`config.mk`:
```
export PLATFORM = sky130hd
export DESIGN_NAME = product_dispenser
export DESIGN_NICKNAME = d
export VERILOG_FILES = /design/src/rtl/product_dispenser.sv
export SDC_FILE = /design/constraint.sdc
export NUM_CORES = 1
export LEC_CHECK = 0
export ABC_AREA = 0
export CORE_ASPECT_RATIO = 1.1
export CORE_MARGIN = 2
export CORE_UTILIZATION = 48
export DETAILED_ROUTE_END_ITERATION = 8
export GPL_TIMING_DRIVEN = 0
export PLACE_DENSITY = 0.72
export SLEW_MARGIN = 20
export SYNTH_ARGS = -nofsm -noshare
export SYNTH_HDL_FRONTEND = slang
export SYNTH_SLANG_ARGS = --single-unit
```
`constraint.sdc`:
```
create_clock -name clk -period 3.8 [get_ports clk]
set_clock_uncertainty 0.05 [all_clocks]
set_input_delay 0.95 -clock clk [delete_from_list [all_inputs] [get_ports clk]]
set_output_delay 0.95 -clock clk [all_outputs]
set_load 0.005 [all_outputs]
```
`src/rtl/product_dispenser.sv`:
```
// product_dispenser: vend request queue, spiral motor timing, drop
// confirmation through the item sensor, and a saturating stock count.
// Requests that cannot be served are answered with a one-cycle refund.
module product_dispenser #(
   parameter int STOCK_W      = 4,
   parameter int INIT_STOCK   = 10,
   parameter int MOTOR_CYCLES = 8,
   parameter int DROP_TIMEOUT = 16,
   parameter int PEND_MAX     = 3
) (
   input  logic               clk,
   input  logic               rst,
   input  logic               dispense,
   input  logic               item_sensor,
   input  logic               restock,
   input  logic [STOCK_W-1:0] restock_qty,
   output logic               motor_on,
   output logic               vend_done,
   output logic               vend_fail,
   output logic               refund,
   output logic [STOCK_W-1:0] stock,
   output logic [1:0]         pending,
   output logic               empty
);

   // One timer serves both the motor run and the drop wait, so it is
   // sized for whichever interval is longer.
   localparam int TMR_MAX = (MOTOR_CYCLES > DROP_TIMEOUT) ? MOTOR_CYCLES : DROP_TIMEOUT;
   localparam int TMR_W   = $clog2(TMR_MAX + 1);

   typedef enum logic [1:0] {
      IDLE,
      RUN,
      WAIT_DROP
   } state_t;

   state_t             state, state_n;
   logic [TMR_W-1:0]   timer, timer_n;
   logic               drop_flag, drop_flag_n;
   logic               launch;
   logic               done_n;
   logic               fail_n;
   logic               accept;
   logic [2:0]         committed;
   logic [1:0]         pending_n;
   logic [STOCK_W-1:0] stock_n;
   logic [STOCK_W:0]   restock_sum;

   // Acceptance: every queued request plus the one in flight must be
   // covered by stock, and the queue must have room.
   always_comb begin
      committed = {1'b0, pending} + {2'b00, (state != IDLE)};
      accept    = dispense
                  && ({29'd0, committed} < {{(32-STOCK_W){1'b0}}, stock})
                  && (pending < 2'(PEND_MAX));
   end

   // Next-state logic for the vend sequence: launch, motor run, drop wait.
   always_comb begin
      state_n     = state;
      timer_n     = timer;
      drop_flag_n = drop_flag;
      launch      = 1'b0;
      done_n      = 1'b0;
      fail_n      = 1'b0;
      unique case (state)
         IDLE: begin
            if (pending != 2'd0) begin
               state_n     = RUN;
               launch      = 1'b1;
               timer_n     = TMR_W'(MOTOR_CYCLES - 1);
               drop_flag_n = 1'b0;
            end
         end
         RUN: begin
            drop_flag_n = drop_flag | item_sensor;
            if (timer == '0) begin
               if (drop_flag_n) begin
                  state_n = IDLE;
                  done_n  = 1'b1;
               end else begin
                  state_n = WAIT_DROP;
                  timer_n = TMR_W'(DROP_TIMEOUT - 1);
               end
            end else begin
               timer_n = timer - 1'b1;
            end
         end
         WAIT_DROP: begin
            if (item_sensor) begin
               state_n = IDLE;
               done_n  = 1'b1;
            end else if (timer == '0) begin
               state_n = IDLE;
               fail_n  = 1'b1;
            end else begin
               timer_n = timer - 1'b1;
            end
         end
         default: begin
            state_n = IDLE;
         end
      endcase
   end

   // Queue depth and stock bookkeeping; a simultaneous accept and launch
   // cancel out, and restock only counts while the machine is idle.
   always_comb begin
      pending_n = pending;
      if (accept && !launch) begin
         pending_n = pending + 2'd1;
      end else if (!accept && launch) begin
         pending_n = pending - 2'd1;
      end

      restock_sum = {1'b0, stock} + {1'b0, restock_qty};
      stock_n     = stock;
      if (done_n) begin
         if (stock != '0) begin
            stock_n = stock - 1'b1;
         end
      end else if ((state == IDLE) && restock) begin
         stock_n = restock_sum[STOCK_W] ? {STOCK_W{1'b1}} : restock_sum[STOCK_W-1:0];
      end
   end

   // State, counters and registered output pulses.
   always_ff @(posedge clk) begin
      if (rst) begin
         state     <= IDLE;
         timer     <= '0;
         drop_flag <= 1'b0;
         pending   <= 2'd0;
         stock     <= STOCK_W'(INIT_STOCK);
         motor_on  <= 1'b0;
         vend_done <= 1'b0;
         vend_fail <= 1'b0;
         refund    <= 1'b0;
      end else begin
         state     <= state_n;
         timer     <= timer_n;
         drop_flag <= drop_flag_n;
         pending   <= pending_n;
         stock     <= stock_n;
         motor_on  <= (state_n == RUN);
         vend_done <= done_n;
         vend_fail <= fail_n;
         refund    <= dispense && !accept;
      end
   end

   assign empty = (stock == '0);

endmodule

```
==> out/qor.yml <==
drt:
  drt-pass1-iter-count: 4
  drc: 0
  num_vias: 1195
  drt_wl_total_um: 2942
  drt_iter0_markers: 26
  via_per_inst: 5.829
  wl_per_cell_um: 14.35
  ant_nets: 0
synth:
  synth_enable_flop_cells: 0
  syn_area_um2: 1292
  syn_nets: 178
  synth.distinct_cells: 43
  synth-seq-area-share_pct: 27.88
  yosys_register_bits: 18
  synth_warnings: 0
  synthFlopType: "dfxtp_1"
  synth.avg_cell_area_um2: 8.503
  async_flop_share_pct: 0
  synth_cells: 152
min_path:
  hp-start: "drop_flag$_SDFFE_PP0P_"
  min_path_type: "register to register"
  min_to: "drop_flag$_SDFFE_PP0P_"
  hold_path_depth: 2
sta:
  relSlewSlack_pct: 64.70
  hold_viol: 0
  tns_ns: 0
  tightest_slew_ns: 0.5296
  drv_slew: 0
  whs_ns: 0.4588
  post-route-min-period_ns: 3.037
  grt_setup_unrepaired: "false"
  fmax_mhz: 329.2
  min_period_over_period_pct: 79.93
  setup_viol: 0
placed_design:
  dp_cells: 201
  portBuffers: 18
  routabilityCongestion: 0.8449
  hpwl_um: 2214
die:
  dieArea_um2: 3124
  core_um2: 2520
  ioPinCount: 20
  die_h_um: 58.43
  die_x_um: 53.48
  start_util_pct: 51.29
  rows: 19
cells_and_area:
  multiInputGateArea_um2: 852.1
  layoutNonFillerInstCount: 205
  seq_area_um2: 360.3
  drive_above_1_share_pct: 9.770
  layout.nets: 201
  diodes: 0
  nFillCells: 242
  syn_to_final_growth_pct: 19.75
worst_setup_path:
  slowest_stage: "or3_1"
  cpMostUsedCell: "ha_1"
  end_kind: "register"
  required_ns: 3.98
  cp_max_fo: 10
  rrSetupSlack_ns: 0.76
  r2r_start: "state[0]$_SDFF_PP0_"
  path_cells: "inv_1, ha_1, buf_2, inv_1, ha_1, ha_1, ha_1, a21o_1, a21oi_1, o211a_1, ha_1, or3_1, a21oi_1"
  critPathTopFamily: "adder cells"
  cp_num_buf_inv: 3
  rr_endpoint: "pending[1]$_SDFFE_PP0P_"
  reg2regPathDepth: 13
  start_kind: "register"
  cp.arrival_ns: 3.22
  critPathLaunch: "state[0]$_SDFF_PP0_"
  max_stage_delay_ns: 0.38
  criticalPathCategory: "register to register"
clocking:
  cts.htree.levels: 1
  numCtsBuffers: 3
  cts_setup_buffers: 0
  clk_pin_slew_worst_paths_ns: 0.12
  ctsHoldBuffers: 0
  numClockSinks: 18
  cts_buffer_depth: 2
  cts_tree: "done"
  cts_resized: 0
  clk_latency_ns: 0.30
  cts-root-buf: "clkbuf_4"
pwr:
  powerDensity_nw_per_um2: 651.7
  vdd.ir_drop.worst_uv: 338.4
  leakagePower_nw: 0.6673
global_route:
  grt_max_degree: 11
  grt_pass1_wl_um: 5181
  grt-ovfl-total: 0
  grt_antenna_before_repair: 0
  grt_pass1_vias: 1197
  grtUsageTotal_pct: 22.40
run:
  maxCapViolations: 0
run_status:
  status: "finished clean"
worst max-delay path by stage:
| stage | slack, ns | cells after the start | end |
|---|---|---|---|
| 4_1_cts | 0.76 | 13 | pending[1]$_SDFFE_PP0P_ |
| 6_report | 0.76 | 13 | pending[1]$_SDFFE_PP0P_ |
| 2_1_floorplan | 1.07 | 13 | pending[1]$_SDFFE_PP0P_ |
| 3_3_place_gp | 0.88 | 13 | pending[1]$_SDFFE_PP0P_ |
| 5_1_grt | 0.58 | 13 | pending[1]$_SDFFE_PP0P_ |
| 3_5_place_dp | 0.81 | 13 | pending[1]$_SDFFE_PP0P_ |
cells in the mapped netlist (2+ instances only):
master    instances  share of area, %
a211oi_1          3               1.7
clkbuf_1          2              0.58
a31oi_1           3               1.5
nand3_1           2              0.77
xor2_1            3               2.0
nand2b_1          4               1.9
ha_1             16                15
nand2_1           8               2.3
nor3_1            4               1.5
or3_1             3               1.5
dfxtp_1          18                28
o211ai_1          2               1.2
o21ai_0           7               2.7
or3b_2            2               1.4
buf_2             4               1.5
inv_1            14               4.1
nor2_1           11               3.2
nor3b_1           3               1.7
a21oi_1          15               5.8
a21o_1            5               2.9
cells by family (layout without fill, tap and decap cells):
logic type      Yosys count  count (layout)  synth area share [%]
xor+xnor                  3               3                 2.033
buf+inv                  20              42                 6.196
flops                    18              18                 27.88
simple gates             42              42                 18.49
fa+ha+maj                17              17                 17.04
compound gates           50              50                 26.43
mux                       2               2                 1.936
flip-flops by register name (all words and copies together), names as in the netlist:
signal	count
drop_flag	1
stock	4
timer	5
refund	1
pending	2
vend_fail	1
state	2
vend_done	1
motor_on	1
per-layer routing:
layer	part of all wire (%)	global-route usage, %
met3	3.2	2.538
met5	0	0
met1	46	26.90
met2	49	39.15
met4	1.7	10.26
final cells by class:
type / instances / area share (%)
repair buffers: 18 / 11.64
well taps: 31 / 2.506
multi-input cells: 114 / 55.05
inverters: 14 / 3.395
clock buffers: 4 / 2.344
flip-flops and latches: 18 / 23.28
plain buffers: 6 / 1.779
worst min-delay path: cells and delay by family (launching register included):
family / cells / cell delay (ns)
DFF: 1 / 0.34
AOI/OAI and AO/OA: 1 / 0.08
and+or+nand+nor: 1 / 0.06
power by group:
group          total (mW)  leakage (nW)  internal [mW]  switching [mW]
logic               0.589         0.498          0.280           0.309
registers           0.296         0.148          0.237          0.0589
clock network       0.124        0.0210         0.0585          0.0655
layout by cell type (no fill, tap or decap), drive strengths merged, types with 2 or more instances in the layout:
master,n
clkdlybuf4s50,18
a211oi,3
nor3,4
nand2b,4
ha,16
nor3b,3
nor2,11
inv,14
a31oi,3
nand2,8
xor2,3
or3,3
a21o,5
o211ai,2
buf,4
a21oi,16
nand3,2
clkbuf,6
dfxtp,18
or3b,2
o21ai,8
through the flow:
| stage | setup slack, ns | utilization, % | instance area [µm²] | power, mW |
|---|---|---|---|---|
| after global routing | 0.5809 | 61.42 | 1548 | 1.106 |
| final | 0.7625 | 61.42 | 1548 | 1.009 |
| after detailed placement | 0.8066 | 59.98 | 1511 | 0.8787 |
| after CTS | 0.7627 | 61.42 | 1548 | 1.008 |
| after floorplan | 1.065 | - | 1292 | 0.7124 |
| after global placement | 0.8781 | 59.98 | 1511 | 0.8518 |
(Power assumes the default switching activity.)
